### config.mk
export PLATFORM = sky130hd
export DESIGN_NAME = mux_scan_ctrl_flat
export DESIGN_NICKNAME = d
export VERILOG_FILES = /design/src/rtl/mux_scan_ctrl_pkg.sv /design/src/rtl/mux_scan_ctrl_if.sv /design/src/rtl/mux_scan_ctrl.sv /design/src/flat_wrapper.sv
export SDC_FILE = /design/constraint.sdc
export NUM_CORES = 1
export LEC_CHECK = 0
export ABC_AREA = 1
export BUFFER_PORTS_ARGS = -buffer_cell sky130_fd_sc_hd__buf_2
export CORE_MARGIN = 5
export CORE_UTILIZATION = 50
export CTS_BUF_LIST = sky130_fd_sc_hd__clkbuf_8
export DETAILED_ROUTE_END_ITERATION = 12
export GPL_TIMING_DRIVEN = 0
export HOLD_SLACK_MARGIN = 0.03
export PLACE_DENSITY = 0.71
export SLEW_MARGIN = 40
export SYNTH_ARGS = -nofsm -noshare
export SYNTH_HDL_FRONTEND = slang
export SYNTH_SLANG_ARGS = --single-unit
### constraint.sdc
create_clock -name clk -period 2.2 [get_ports clk]
set_input_delay 0.11 -clock clk [delete_from_list [all_inputs] [get_ports clk]]
set_output_delay 0.11 -clock clk [all_outputs]
set_load 0.1 [all_outputs]
### src/rtl/mux_scan_ctrl_pkg.sv
// Shared constants and FSM state type for the mux scan controller.
// Channel count and select width are fixed by the downstream 8:1 mux.
package mux_scan_ctrl_pkg;

    localparam int NUM_CH = 8;
    localparam int SEL_W  = 3;

    typedef enum logic [1:0] {
        IDLE = 2'd0,
        SCAN = 2'd1,
        HOLD = 2'd2
    } state_t;

    // First channel visited for a given scan order.
    function automatic logic [SEL_W-1:0] first_sel(input logic dir);
        return dir ? SEL_W'(NUM_CH - 1) : '0;
    endfunction

endpackage

### src/rtl/mux_scan_ctrl_if.sv
// Bus between the scan controller, its requester/consumer and the external mux.
// slave = controller view, master = environment view.
interface mux_scan_ctrl_if;
    import mux_scan_ctrl_pkg::*;

    logic              start;
    logic              dir;
    logic              y;
    logic [SEL_W-1:0]  sel;
    logic              busy;
    logic [NUM_CH-1:0] data_out;
    logic              data_valid;
    logic              data_ready;

    modport slave (
        input  start, dir, y, data_ready,
        output sel, busy, data_out, data_valid
    );

    modport master (
        output start, dir, y, data_ready,
        input  sel, busy, data_out, data_valid
    );

endinterface

### src/rtl/mux_scan_ctrl.sv
// Walks sel across all mux channels, assembling the returned bits into a word
// that is published with a valid/ready handshake once all channels are sampled.
module mux_scan_ctrl
    import mux_scan_ctrl_pkg::*;
(
    input  logic           clk,
    input  logic           rst,
    mux_scan_ctrl_if.slave bus
);

    state_t            state_reg, state_next;
    logic [SEL_W-1:0]  sel_reg, sel_next;
    logic [SEL_W-1:0]  cnt_reg, cnt_next;
    logic              dir_reg, dir_next;
    logic [NUM_CH-1:0] shadow_reg, shadow_next;
    logic [NUM_CH-1:0] word_reg, word_next;
    logic              valid_reg, valid_next;
    logic [NUM_CH-1:0] shadow_upd;

    // Shadow with the current channel's bit replaced by y; used both for the
    // running shadow and for the final word so the last sample is included.
    generate
        for (genvar gi = 0; gi < NUM_CH; gi++) begin : g_shadow
            assign shadow_upd[gi] = (sel_reg == SEL_W'(gi)) ? bus.y : shadow_reg[gi];
        end
    endgenerate

    always_comb begin
        state_next  = state_reg;
        sel_next    = sel_reg;
        cnt_next    = cnt_reg;
        dir_next    = dir_reg;
        shadow_next = shadow_reg;
        word_next   = word_reg;
        valid_next  = valid_reg;

        case (state_reg)
            IDLE: begin
                if (bus.start) begin
                    dir_next   = bus.dir;
                    sel_next   = first_sel(bus.dir);
                    cnt_next   = '0;
                    state_next = SCAN;
                end
            end
            SCAN: begin
                shadow_next = shadow_upd;
                cnt_next    = cnt_reg + SEL_W'(1);
                sel_next    = dir_reg ? (sel_reg - SEL_W'(1)) : (sel_reg + SEL_W'(1));
                if (cnt_reg == SEL_W'(NUM_CH - 1)) begin
                    word_next  = shadow_upd;
                    valid_next = 1'b1;
                    state_next = HOLD;
                end
            end
            HOLD: begin
                if (bus.data_ready) begin
                    valid_next = 1'b0;
                    if (bus.start) begin
                        dir_next   = bus.dir;
                        sel_next   = first_sel(bus.dir);
                        cnt_next   = '0;
                        state_next = SCAN;
                    end else begin
                        sel_next   = '0;
                        state_next = IDLE;
                    end
                end
            end
            default: begin
                state_next = IDLE;
                sel_next   = '0;
                valid_next = 1'b0;
            end
        endcase
    end

    always_ff @(posedge clk) begin
        if (rst) begin
            state_reg  <= IDLE;
            sel_reg    <= '0;
            cnt_reg    <= '0;
            dir_reg    <= 1'b0;
            shadow_reg <= '0;
            word_reg   <= '0;
            valid_reg  <= 1'b0;
        end else begin
            state_reg  <= state_next;
            sel_reg    <= sel_next;
            cnt_reg    <= cnt_next;
            dir_reg    <= dir_next;
            shadow_reg <= shadow_next;
            word_reg   <= word_next;
            valid_reg  <= valid_next;
        end
    end

    assign bus.sel        = sel_reg;
    assign bus.busy       = (state_reg != IDLE);
    assign bus.data_out   = word_reg;
    assign bus.data_valid = valid_reg;

endmodule

### src/flat_wrapper.sv
// flat-port wrapper written by rule: the top's interface ports become plain ports
module mux_scan_ctrl_flat import mux_scan_ctrl_pkg::*;
  (clk, rst, bus_start, bus_dir, bus_y, bus_data_ready, bus_sel, bus_busy, bus_data_out, bus_data_valid);
  mux_scan_ctrl_if bus_i ();
  input  logic clk;
  input  logic rst;
  input wire logic [$bits(bus_i.start)-1:0] bus_start;
  input wire logic [$bits(bus_i.dir)-1:0] bus_dir;
  input wire logic [$bits(bus_i.y)-1:0] bus_y;
  input wire logic [$bits(bus_i.data_ready)-1:0] bus_data_ready;
  output wire logic [$bits(bus_i.sel)-1:0] bus_sel;
  output wire logic [$bits(bus_i.busy)-1:0] bus_busy;
  output wire logic [$bits(bus_i.data_out)-1:0] bus_data_out;
  output wire logic [$bits(bus_i.data_valid)-1:0] bus_data_valid;
  assign bus_i.start = bus_start;
  assign bus_i.dir = bus_dir;
  assign bus_i.y = bus_y;
  assign bus_i.data_ready = bus_data_ready;
  assign bus_sel = bus_i.sel;
  assign bus_busy = bus_i.busy;
  assign bus_data_out = bus_i.data_out;
  assign bus_data_valid = bus_i.data_valid;
  mux_scan_ctrl u_core (.clk(clk), .rst(rst), .bus(bus_i));
endmodule
# --- Word level (Yosys, flattened, before mapping) ---
# Index checks and enable logic that the tools add are counted.
classes:
  add_sub_neg: 3
  n_eq_ne: 13
  mux: 28
  bitwise: 1
  reduce_logical: 11
op_table:
  columns: ["operator", "n"]
  rows:
  - ["two-way mux 3 bit", 7]
  - ["one-hot mux 3 bit (3 select lines)", 2]
  - ["== test 3 bit (second input constant)", 5]
  - ["two-way mux 1 bit", 13]
  - ["AND reduction 2 bit", 4]
  - ["adder 3 x 1 -> 3 bit (second input constant)", 2]
  - ["== test 3 x 2 -> 1 bit (second input constant)", 2]
  - ["two-way mux 2 bit", 3]
  - ["one-hot mux 2 bit (3 select lines)", 1]
  - ["AND reduction 3 bit", 2]
  - ["inequality test 2 bit (second input constant)", 2]
  - ["nonzero test 2 bit", 2]
  - ["== test 3 x 1 -> 1 bit (second input constant)", 1]
  - ["logical NOT 3 bit", 1]
  - ["one-hot mux 1 bit (3 select lines)", 1]
  - ["nonzero test 3 bit", 1]
  - ["subtractor 3 x 1 -> 3 bit (second input constant)", 1]
  - ["== test 2 x 1 -> 1 bit (second input constant)", 1]
  - ["== test 2 bit (second input constant)", 1]
  - ["logical NOT 2 bit", 1]
  - ["inequality test 2 x 1 -> 1 bit (second input constant)", 1]
  - ["one-hot mux 1 bit (2 select lines)", 1]
  - ["NOT 1 bit", 1]
word_totals:
  regBits: 26
  inputBits: 6

# --- Depth between registers and ports, before layout ---
logic_depth:
  depth_word: 4
  ltp_mapped: 9
  depth_no_buf: 9

# --- Worst setup path before layout ---
# No wires, ideal clock.
synth_timing:
  kind: "register -> register"
  start: "register u_core.sel_reg[0], in the netlist u_core.bus.sel[0]"
  end: "register u_core.sel_reg[1], in the netlist u_core.bus.sel[1]"
  t_arrival_ns: 2.014
  slack_ns: 0.054
  stages_incl_launch_ff: 8
  n_path_buf: 0
  period_less_slack_ns: 2.146
  cell_sequence: "dfxtp_1 -> inv_1 -> ha_1 -> or2_2 -> nand3_1 -> nand2_1 -> nand2_1 -> a21oi_1"
synth_via:
  elab_chain_cells: 3
  word_cells_on_any_way: 4
synth_rtl:
  columns: ["element", "line", "text"]
  rows:
  - ["start, declared", "mux_scan_ctrl.sv:12", "logic [SEL_W-1:0] sel_reg, sel_next;"]
  - ["start signal, assigned", "mux_scan_ctrl.sv:89", "sel_reg <= sel_next;"]
  - ["adder 3 x 1 -> 3 bit / subtractor 3 x 1 -> 3 bit (equally long branches)", "mux_scan_ctrl.sv:49", "sel_next = dir_reg ? (sel_reg - SEL_W'(1)) : (sel_reg + SEL_W'(1));"]
  - ["two-way mux 3 bit *", "mux_scan_ctrl.sv:49", null]
  - ["one-hot mux 3 bit (3 select lines) *", "mux_scan_ctrl.sv:37", "case (state_reg)"]
# Mark *: on every way between the ends. The rest lies on a longest branch, timed or not.
# A chain may end at the register's enable or synchronous reset.

# --- Final worst setup path ---
layout_timing:
  start: "register u_core.sel_reg[2], in the netlist u_core.bus.sel[2]"
  end: "register u_core.sel_reg[2], in the netlist u_core.bus.sel[2]"
# Same word-level chain as after synthesis.

==> impl_metrics.ini <==
[power_and_ir_drop]
vdd_drop_max_v = 0.000392
leakage_nw = 0.729
powerDensity_nw_per_um2 = 683

[sta]
hold_viol_final = 0
post-route-period-util = 0.668
drv_slew = 0
min_period_ps = 1470
rsz0062_at_grt = false
max-slew-margin-rel = 0.676
fmax_mhz = 681
clock_skew_ps = 6.19
tightest_slew_ps = 489
whs_ps = 95.1
setup_viol = 0
tns_ps = 0

[yosys]
synth_area_um2 = 1300
syn-instance-count = 169
synthTopCellsByCount = 36 x nand2_1, 26 x dfxtp_1, 20 x nor2_1
seq_area_frac_synth = 0.399
avgSynthCellArea_um2 = 7.71
synth_fp_nets = 184
synth.area.top_cells = dfxtp_1 40%, nand2_1 10%, ha_1 8.6%
synth.top_cell.area_share = 0.399
yosys_warnings = 0
yosys.area.top_type = dfxtp_1
ys_types = 25
ys_async_sr_fraction = 0
synth-edff-count = 0
yosysMostFrequentCell = nand2_1
ys_ff_latch = 26
synth_ff_type = dfxtp_1

[die]
die_h_um = 61.1
rows = 18
dieWidth_um = 61.1
ioPinCount = 19
core-area_um2 = 2480
start_util = 0.526
dieArea_um2 = 3730

[grt]
grt_overflow = 0
grt_pass1_vias = 1054
antenna_found_initial = 0
grt_pass1_wl_um = 4490
grt_max_degree = 15
grt_usage = 0.157

[finish]
fin_area_um2 = 1490
utilization = 0.600
diodes = 0
syn_to_final_growth_pct = 14.0
nFillCells = 238
drive_above_1_share = 0.215
fin_cells = 221
final_nets = 207

[detailed_routing]
first_pass_iters = 4
wl_um = 2620
vias = 1094
vias_per_cell = 4.95
remaining_drc_errors = 0
first_iter_violations = 20
wl_per_cell_um = 11.9
postRouteAntennaNets = 0

[worst_setup_path]
r2r_slack_ps = 730
worst_setup_path_end_kind = flop
worstReg2RegStart = u_core.bus.sel[2]
rr_endpoint = u_core.bus.sel[2]
path_class = reg2reg
cp_data_required_time_ps = 2400
cp.arrival_ps = 1670
worstSetupStartpoint = u_core.bus.sel[2]
r2r_cells = 9
critPathLaunchType = flop
endpoint = u_core.bus.sel[2]
crit_path_max_fanout = 8

[cts]
cts_tree = yes
cts_made_buffers = 3
clock_latency_ps = 260
cts_root_buffer = clkbuf_8
numClockSinks = 26
cts.clk_slew.worst_paths_ps = 90
cts_buffer_depth = 2
h-tree-depth = 1
ctsHoldBuffers = 0
cts.repair.resized = 0
cts_setup_buffers = 0

[placement]
numPortBuffers = 18
gp_congestion = 0.814
hpwlAfterDp_um = 2080
place_area_um2 = 1430
dp_cells = 217

[flow_run]
drv_cap = 0

[status]
status = completed

[min_path]
hold_class = in2reg
worst min path at each step:
stage / cells past startpoint / end / from
after floorplan: 2 / u_core.dir_reg / bus_dir
after detailed placement: 3 / u_core.dir_reg / bus_dir
after CTS: 3 / u_core.dir_reg / bus_dir
after global routing: 3 / u_core.dir_reg / bus_dir
after global placement: 3 / u_core.dir_reg / bus_dir
final: 3 / u_core.dir_reg / bus_dir
worst max-delay path, cell delays in order (launching register included):
cell and delay [ps]:
dfxtp_1 490, inv_1 160, ha_1 320, inv_1 60, nor2_1 40, nor2_1 80, nand2_1 60, nand2_1 50
nand2_1 50, a21oi_1 100
metal layers:
metal | vias to the layer above | global-route usage | share of wire
met1 | 493 | 0.204 | 0.48
met3 | 2 | 0.0189 | 0.033
li1 | 586 | - | -
met2 | 13 | 0.281 | 0.48
met4 | 0 | 0.0279 | 0.0046
met5 | - | 0 | 0
layout by cell type, fill, tap and decap left out, types with 2 or more instances in the layout:
master | synthesis | final
a21oi_1 | 19 | 19
a21oi_2 | 2 | 2
buf_2 | 1 | 19
clkbuf_8 | 0 | 4
dfxtp_1 | 26 | 26
ha_1 | 9 | 9
inv_1 | 17 | 17
nand2_1 | 36 | 36
nand3_1 | 2 | 2
nor2_1 | 20 | 20
nor2_4 | 2 | 2
o21a_1 | 2 | 2
o21ai_0 | 14 | 14
o21ai_1 | 3 | 3
o21ai_2 | 5 | 5
report_power, final:
part | leakage (nW) | total (W) | internal (W) | switching (W)
logic | 0.489 | 0.000197 | 0.0000571 | 0.000140
registers | 0.212 | 0.000514 | 0.000494 | 0.0000200
clock network | 0.0288 | 0.000305 | 0.000160 | 0.000145
total | 0.729 | 0.00101 | 0.000710 | 0.000305
area by class of cell:
| cell class | count | area, um^2 | share of cell area |
|---|---|---|---|
| Buffer | 4 | 40.0 | 0.0269 |
| Clock buffer | 4 | 55.1 | 0.0370 |
| Timing Repair Buffer | 18 | 90.1 | 0.0606 |
| Tap cell | 30 | 37.5 | 0.0253 |
| Inverter | 19 | 76.3 | 0.0513 |
| Sequential cell | 26 | 520 | 0.350 |
| Multi-Input combinational cell | 120 | 667 | 0.449 |
cells by family (layout without fill, tap and decap cells):
kind of cell / count (synthesis) / count (layout) / synth area share
DFF: 26 / 26 / 0.399
buffers and inverters: 23 / 45 / 0.0892
adders and majority gates: 9 / 9 / 0.0864
AOI/OAI and AO/OA: 45 / 45 / 0.197
and+or+nand+nor: 66 / 66 / 0.228
through the flow:
| step | power [W] | setup slack (ps) |
|---|---|---|
| 3_5_place_dp | 0.000721 | 736 |
| 5_1_grt | 0.00107 | 597 |
| 6_report | 0.00101 | 731 |
| 2_1_floorplan | 0.000679 | 53.7 |
| 3_3_place_gp | 0.000713 | 770 |
| 4_1_cts | 0.00102 | 725 |
Power figures use the tool's default switching activity.
